### src/rtl/preif_fetch_unit.sv
// Pre-IF fetch address generator: redirect arbitration, SRAM request issue,
// outstanding/discard tracking. Optional MMU hookup under PREIF_TLB_EX_EN.
module preif_fetch_unit #(
    parameter int          NUM_REDIR   = 4,
    parameter int          FETCH_BYTES = 4,
    parameter int          MAX_OUTST   = 2,
    parameter logic [31:0] RESET_PC    = 32'h1c000000
) (
    input  logic                   clk,
    input  logic                   resetn,
    input  logic [NUM_REDIR-1:0]   redir_valid,
    input  logic [32*NUM_REDIR-1:0] redir_target,
    input  logic                   if_allowin,
    output logic                   inst_sram_req,
    output logic [31:0]            inst_sram_addr,
    output logic [1:0]             inst_sram_size,
    input  logic                   inst_sram_addr_ok,
    input  logic                   inst_sram_data_ok,
    output logic                   to_if_valid,
    output logic [31:0]            to_if_pc,
    output logic                   to_if_ex,
    output logic [5:0]             to_if_ecode,
    output logic                   resp_discard
`ifdef PREIF_TLB_EX_EN
    ,
    output logic [31:0]            mmu_vaddr,
    input  logic [31:0]            mmu_paddr,
    input  logic                   mmu_ex_tlbr,
    input  logic                   mmu_ex_pif,
    input  logic                   mmu_ex_ppi
`endif
);

    localparam int          IDX_W      = (NUM_REDIR > 1) ? $clog2(NUM_REDIR) : 1;
    localparam logic [31:0] ALIGN_MASK = 32'(FETCH_BYTES - 1);
    localparam logic [1:0]  SIZE_ENC   = 2'($clog2(FETCH_BYTES));
    localparam logic [2:0]  OUTST_MAX  = 3'(MAX_OUTST);
    localparam logic [5:0]  EC_ADEF    = 6'h08;

    logic [31:0]      pc_r;
    logic             pend_v;
    logic [IDX_W-1:0] pend_idx;
    logic [31:0]      pend_tgt;
    logic [2:0]       outst;
    logic [2:0]       discard;
    logic             halt;

    logic             win_v;
    logic [IDX_W-1:0] win_idx;
    logic [31:0]      win_tgt;
    logic             take_win;
    logic [31:0]      seq_pc;
    logic [31:0]      next_pc;
    logic [31:0]      phys_addr;
    logic             adef;
    logic             fault;
    logic [5:0]       fault_code;
    logic             can_issue;
    logic             slot_free;
    logic             ex_go;
    logic             accept;
    logic             advance;
    logic             rsp;

    // Descending scan so the lowest asserted index is the last one written.
    always_comb begin
        win_v   = 1'b0;
        win_idx = '0;
        win_tgt = '0;
        for (int i = NUM_REDIR - 1; i >= 0; i--) begin
            if (redir_valid[i]) begin
                win_v   = 1'b1;
                win_idx = IDX_W'(i);
                win_tgt = redir_target[32*i +: 32];
            end
        end
    end

    assign take_win = win_v && (!pend_v || (win_idx < pend_idx));
    assign seq_pc   = (pc_r & ~ALIGN_MASK) + 32'(FETCH_BYTES);
    assign next_pc  = take_win ? win_tgt : (pend_v ? pend_tgt : seq_pc);
    assign adef     = (next_pc[1:0] != 2'b00);

`ifdef PREIF_TLB_EX_EN
    assign mmu_vaddr = next_pc;
    assign phys_addr = mmu_paddr;
    assign fault     = adef || mmu_ex_tlbr || mmu_ex_pif || mmu_ex_ppi;
    assign fault_code = adef        ? EC_ADEF :
                        mmu_ex_tlbr ? 6'h3F   :
                        mmu_ex_pif  ? 6'h03   : 6'h07;
`else
    assign phys_addr  = next_pc;
    assign fault      = adef;
    assign fault_code = EC_ADEF;
`endif

    assign can_issue      = if_allowin && !halt;
    assign slot_free      = (outst < OUTST_MAX) || inst_sram_data_ok;
    assign inst_sram_req  = can_issue && slot_free && !fault;
    assign inst_sram_addr = inst_sram_req ? (phys_addr & ~ALIGN_MASK) : '0;
    assign inst_sram_size = inst_sram_req ? SIZE_ENC : 2'b00;
    assign ex_go          = can_issue && fault;
    assign accept         = inst_sram_req && inst_sram_addr_ok;
    assign advance        = accept || ex_go;
    assign rsp            = inst_sram_data_ok && (outst != 3'd0);
    assign resp_discard   = inst_sram_data_ok && (discard != 3'd0);

    always_ff @(posedge clk or negedge resetn) begin
        if (!resetn) begin
            pc_r        <= RESET_PC - 32'(FETCH_BYTES);
            pend_v      <= 1'b0;
            pend_idx    <= '0;
            pend_tgt    <= '0;
            outst       <= 3'd0;
            discard     <= 3'd0;
            halt        <= 1'b1;
            to_if_valid <= 1'b0;
            to_if_pc    <= '0;
            to_if_ex    <= 1'b0;
            to_if_ecode <= '0;
        end else begin
            halt <= 1'b0;
            // An advance consumes whatever was selected; a losing same-cycle redirect re-arms the latch.
            if (advance) begin
                pc_r     <= next_pc;
                pend_v   <= win_v && !take_win;
                pend_idx <= win_idx;
                pend_tgt <= win_tgt;
            end else if (take_win) begin
                pend_v   <= 1'b1;
                pend_idx <= win_idx;
                pend_tgt <= win_tgt;
            end
            outst <= outst + {2'b00, accept} - {2'b00, rsp};
            if (|redir_valid) begin
                discard <= outst - {2'b00, rsp};
            end else if (resp_discard) begin
                discard <= discard - 3'd1;
            end
            to_if_valid <= advance;
            to_if_pc    <= advance ? next_pc : '0;
            to_if_ex    <= ex_go;
            to_if_ecode <= ex_go ? fault_code : '0;
        end
    end

endmodule
### config.mk
export PLATFORM = sky130hd
export DESIGN_NAME = preif_fetch_unit
export DESIGN_NICKNAME = d
export VERILOG_FILES = /design/src/rtl/preif_fetch_unit.sv
export SDC_FILE = /design/constraint.sdc
export NUM_CORES = 1
export LEC_CHECK = 0
export BUFFER_PORTS_ARGS = -buffer_cell sky130_fd_sc_hd__buf_2
export CAP_MARGIN = 20
export CORE_ASPECT_RATIO = 0.75
export CORE_MARGIN = 4
export CORE_UTILIZATION = 50
export CTS_CLUSTER_DIAMETER = 60
export DETAILED_ROUTE_END_ITERATION = 7
export GPL_ROUTABILITY_DRIVEN = 0
export PLACE_DENSITY = 0.79
export SKIP_LAST_GASP = 1
export SLEW_MARGIN = 40
export SYNTH_ARGS = -nofsm -noshare
export SYNTH_HDL_FRONTEND = slang
export SYNTH_SLANG_ARGS = --single-unit
### constraint.sdc
create_clock -name clk -period 3.3 [get_ports clk]
set_input_delay 0.165 -clock clk [delete_from_list [all_inputs] [get_ports clk]]
set_output_delay 0.165 -clock clk [all_outputs]
set_load 0.02 [all_outputs]
==> summary.txt <==
Clock network
  • Reg clk slew, reported paths: 0.07 ns
  • Sinks on Clock Net: 106
  • Skew-Pair Late Insertion Delay: 0.34 ns
  • CTS Buf Count: 9
  • Clk root buf: clkbuf_16
  • # Post-CTS Setup Buffers: 0
  • Clock Tree Buf Depth: 2
  • Htree depth: 3
  • CTS tree: yes

Place
  • Port Buffers: 204
  • Placed cell area: 7720 um2
  • Dpl hpwl: 13.7 mm
  • Placed cells: 1065

Detailed routing
  • Drt initial violations: 442
  • Wirelength per Cell: 17.1 um
  • Vias per cell: 5.59
  • # DRC: 0
  • DRT antenna net count: 0
  • Vias: 6053
  • Total iterations of the first detailed-routing run: 5
  • Routed WL: 18.5 mm

Yosys
  • Avg Inst Size Synth: 9.07 um2
  • Ys Warns: 0
  • Synth cell count leaders: 111 x nor2_1, 79 x dfrtp_1, 62 x a21oi_1
  • Synth top area share: 30.1%
  • Main synth FF type: dfrtp_1
  • #FFs+latches synth: 106
  • Most frequent cell after synthesis: nor2_1
  • Seq/Total Area, Yosys: 40.9%
  • Synth cell types: 66
  • Async SR Flop Fraction: 100%
  • Synth area leaders: dfrtp_1 30%, dfstp_2 11%, mux2i_1 6.7%, nor2_1 6.3%, a21oi_1 4.7%
  • EDFF count, synth: 0
  • Mapped Cells: 725
  • Mapped Area: 6580 um2
  • Cell taking the most area after synthesis: dfrtp_1

Power and ir drop
  • Internal power: 0.00407 W
  • Max VDD drop: 0.411 mV
  • Sw Share: 41.6%
  • Combinational power share: 49.6%
  • PwrDens: 868 nW/um2
  • Overall Power: 0.00697 W
  • Share of total power in the clock network: 15.7%
  • Sequential power share: 34.7%
  • Leak pwr: 3.93 nW
  • Net Sw Power: 0.00290 W

Run status
  • Status: complete, no violations

Cells and area
  • Non-Filler Instances: 1082
  • Fill cells: 1060
  • Final Core Density: 63.9%
  • Area grow syn2layout: 22.2%
  • Nets@finish: 1058
  • # diodes: 0
  • Share of layout cells above drive strength 1: 34.6%
  • Final Instance Area: 8040 um2

Timing
  • Clock skew: 0.00845 ns
  • Final hold violation count: 0
  • Fmax: 336 MHz
  • Max-slew violation count: 0
  • Unrepaired setup endpoints after global routing: no
  • Part of the cycle the worst path needs: 90.1%
  • Total negative slack: 0 ns
  • Slew @ Worst Pin: 0.649 ns
  • Setup violators final: 0
  • Slew headroom: 56.4%
  • Minimum clock period after layout: 2.97 ns

Global routing
  • Largest net degree at the start of global routing: 69
  • Grt ovf: 0
  • Number of global-route vias before repair: 5768
  • Wire length of the first global-routing pass: 29.2 mm
  • Total GRT Usage: 24.0%
  • Antenna violations before repair: 0

Critical path
  • Critical path startpoint category: register
  • WS Path Type: reg -> out
  • Arr. time, crit path: 2.81 ns
  • Data required, critical path: 3.13 ns
  • Critical Path End Type: output port
  • Critical path peak fanout: 10

Floorplan
  • Core Area: 12600 um2
  • Height of the chip: 107 um
  • Die area: 15100 um2
  • Ports: 213
  • Starting density of the core: 52.3%
  • Die Wd: 140 um
  • Std cell rows: 35

Min path
  • Hold crit path type: in -> reg

Run
  • Max-Cap Viols: 0
-- final timing paths --
kind	startpoint	endpoint	slack, ns	cells after the start
max in group asynchronous	resetn	pc_r[2]	2.12	3
hold reg to reg	pc_r[8]	pc_r[8]	0.50	2
min in group asynchronous	resetn	pc_r[26]	0.31	2
setup / recovery	pc_r[16]	inst_sram_addr[31]	0.33	7
setup reg to reg	pend_idx[1]	outst[2]	0.50	12
hold / removal	redir_target[4]	pend_tgt[4]	0.13	3
-- kinds of logic (layout without fill, tap and decap cells) --
group	after synthesis	count (layout)	synth area share, %
xor+xnor	19	19	2.53
flops	106	106	40.9
compound gates	152	152	15.9
buf+inv	108	291	7.54
other cells	1	9	0.0570
fa+ha+maj	10	10	2.02
simple gates	261	261	20.3
mux	68	68	10.8
-- final cells by class --
| cell class | count | area, um2 | share of cell area, % |
|---|---|---|---|
| clock buffer | 10 | 239 | 2.97 |
| clock inverter | 6 | 66.3 | 0.825 |
| inverter | 46 | 173 | 2.15 |
| multi-input combinational | 519 | 3440 | 42.8 |
| sequential | 106 | 2690 | 33.4 |
| tap | 166 | 208 | 2.58 |
| timing repair buffer | 229 | 1230 | 15.3 |
-- critical path: stages, from the launching register on --
cell,delay [ns]
dfstp_2,0.59
and3_1,0.22
nand4_2,0.28
or4_4,0.66
xnor2_1,0.15
a221oi_1,0.31
nor2_1,0.08
buf_2,0.17
-- placed cells by master (no fill, tap or decap), drive strengths merged, types with 4 or more instances in the layout --
master	instances
a211oi	7
a21oi	62
a221oi	31
a31oi	8
and3	6
buf	228
clkbuf	10
conb	9
dfrtp	79
dfstp	27
ha	9
inv	46
mux2	24
mux2i	44
nand2	18
nand2b	4
nand3	10
nand4	11
nor2	113
nor2b	33
nor3	35
nor3b	4
nor4	12
o21ai	8
o22a	4
o22ai	5
o31a	4
o31ai	6
or2	5
xnor2	18
-- flip-flops by register name (all words and copies together), names as in the netlist --
| name | count |
|---|---|
| discard | 3 |
| halt | 1 |
| outst | 3 |
| pc_r | 30 |
| pend_idx | 2 |
| pend_tgt | 32 |
| pend_v | 1 |
| to_if_ecode | 1 |
| to_if_pc | 32 |
| to_if_valid | 1 |
-- metrics by stage --
stage	hold slack [ns]	setup slack [ns]
after floorplan	-0.131	0.0737
final	0.129	0.327
after detailed placement	0.144	0.310
after CTS	0.127	0.328
after global routing	0.149	0.123
after global placement	0.150	0.382
-- power by group through the flow --
stage,registers (W),logic (W),clock network [W]
6_report,0.00242,0.00346,0.00110
5_1_grt,0.00250,0.00382,0.00116
4_1_cts,0.00241,0.00347,0.00111
3_5_place_dp,0.00242,0.00345,0
3_3_place_gp,0.00240,0.00337,0
2_1_floorplan,0.00253,0.00235,0
-- layer usage --
layer	GRT usage, %	routed length [um]
met1	34.2	8350
met5	0	0
met2	38.8	8790
met3	3.69	1160
met4	5.81	209
-- timing repair --
action | CTS | global route
hold buffers | 1 | 0
endpoints found under the hold margin | 22 | 0
endpoints found under the setup margin | 0 | 0
gates resized for setup | 0 | 0
Note: power is estimated with default switching activity, not from simulation.
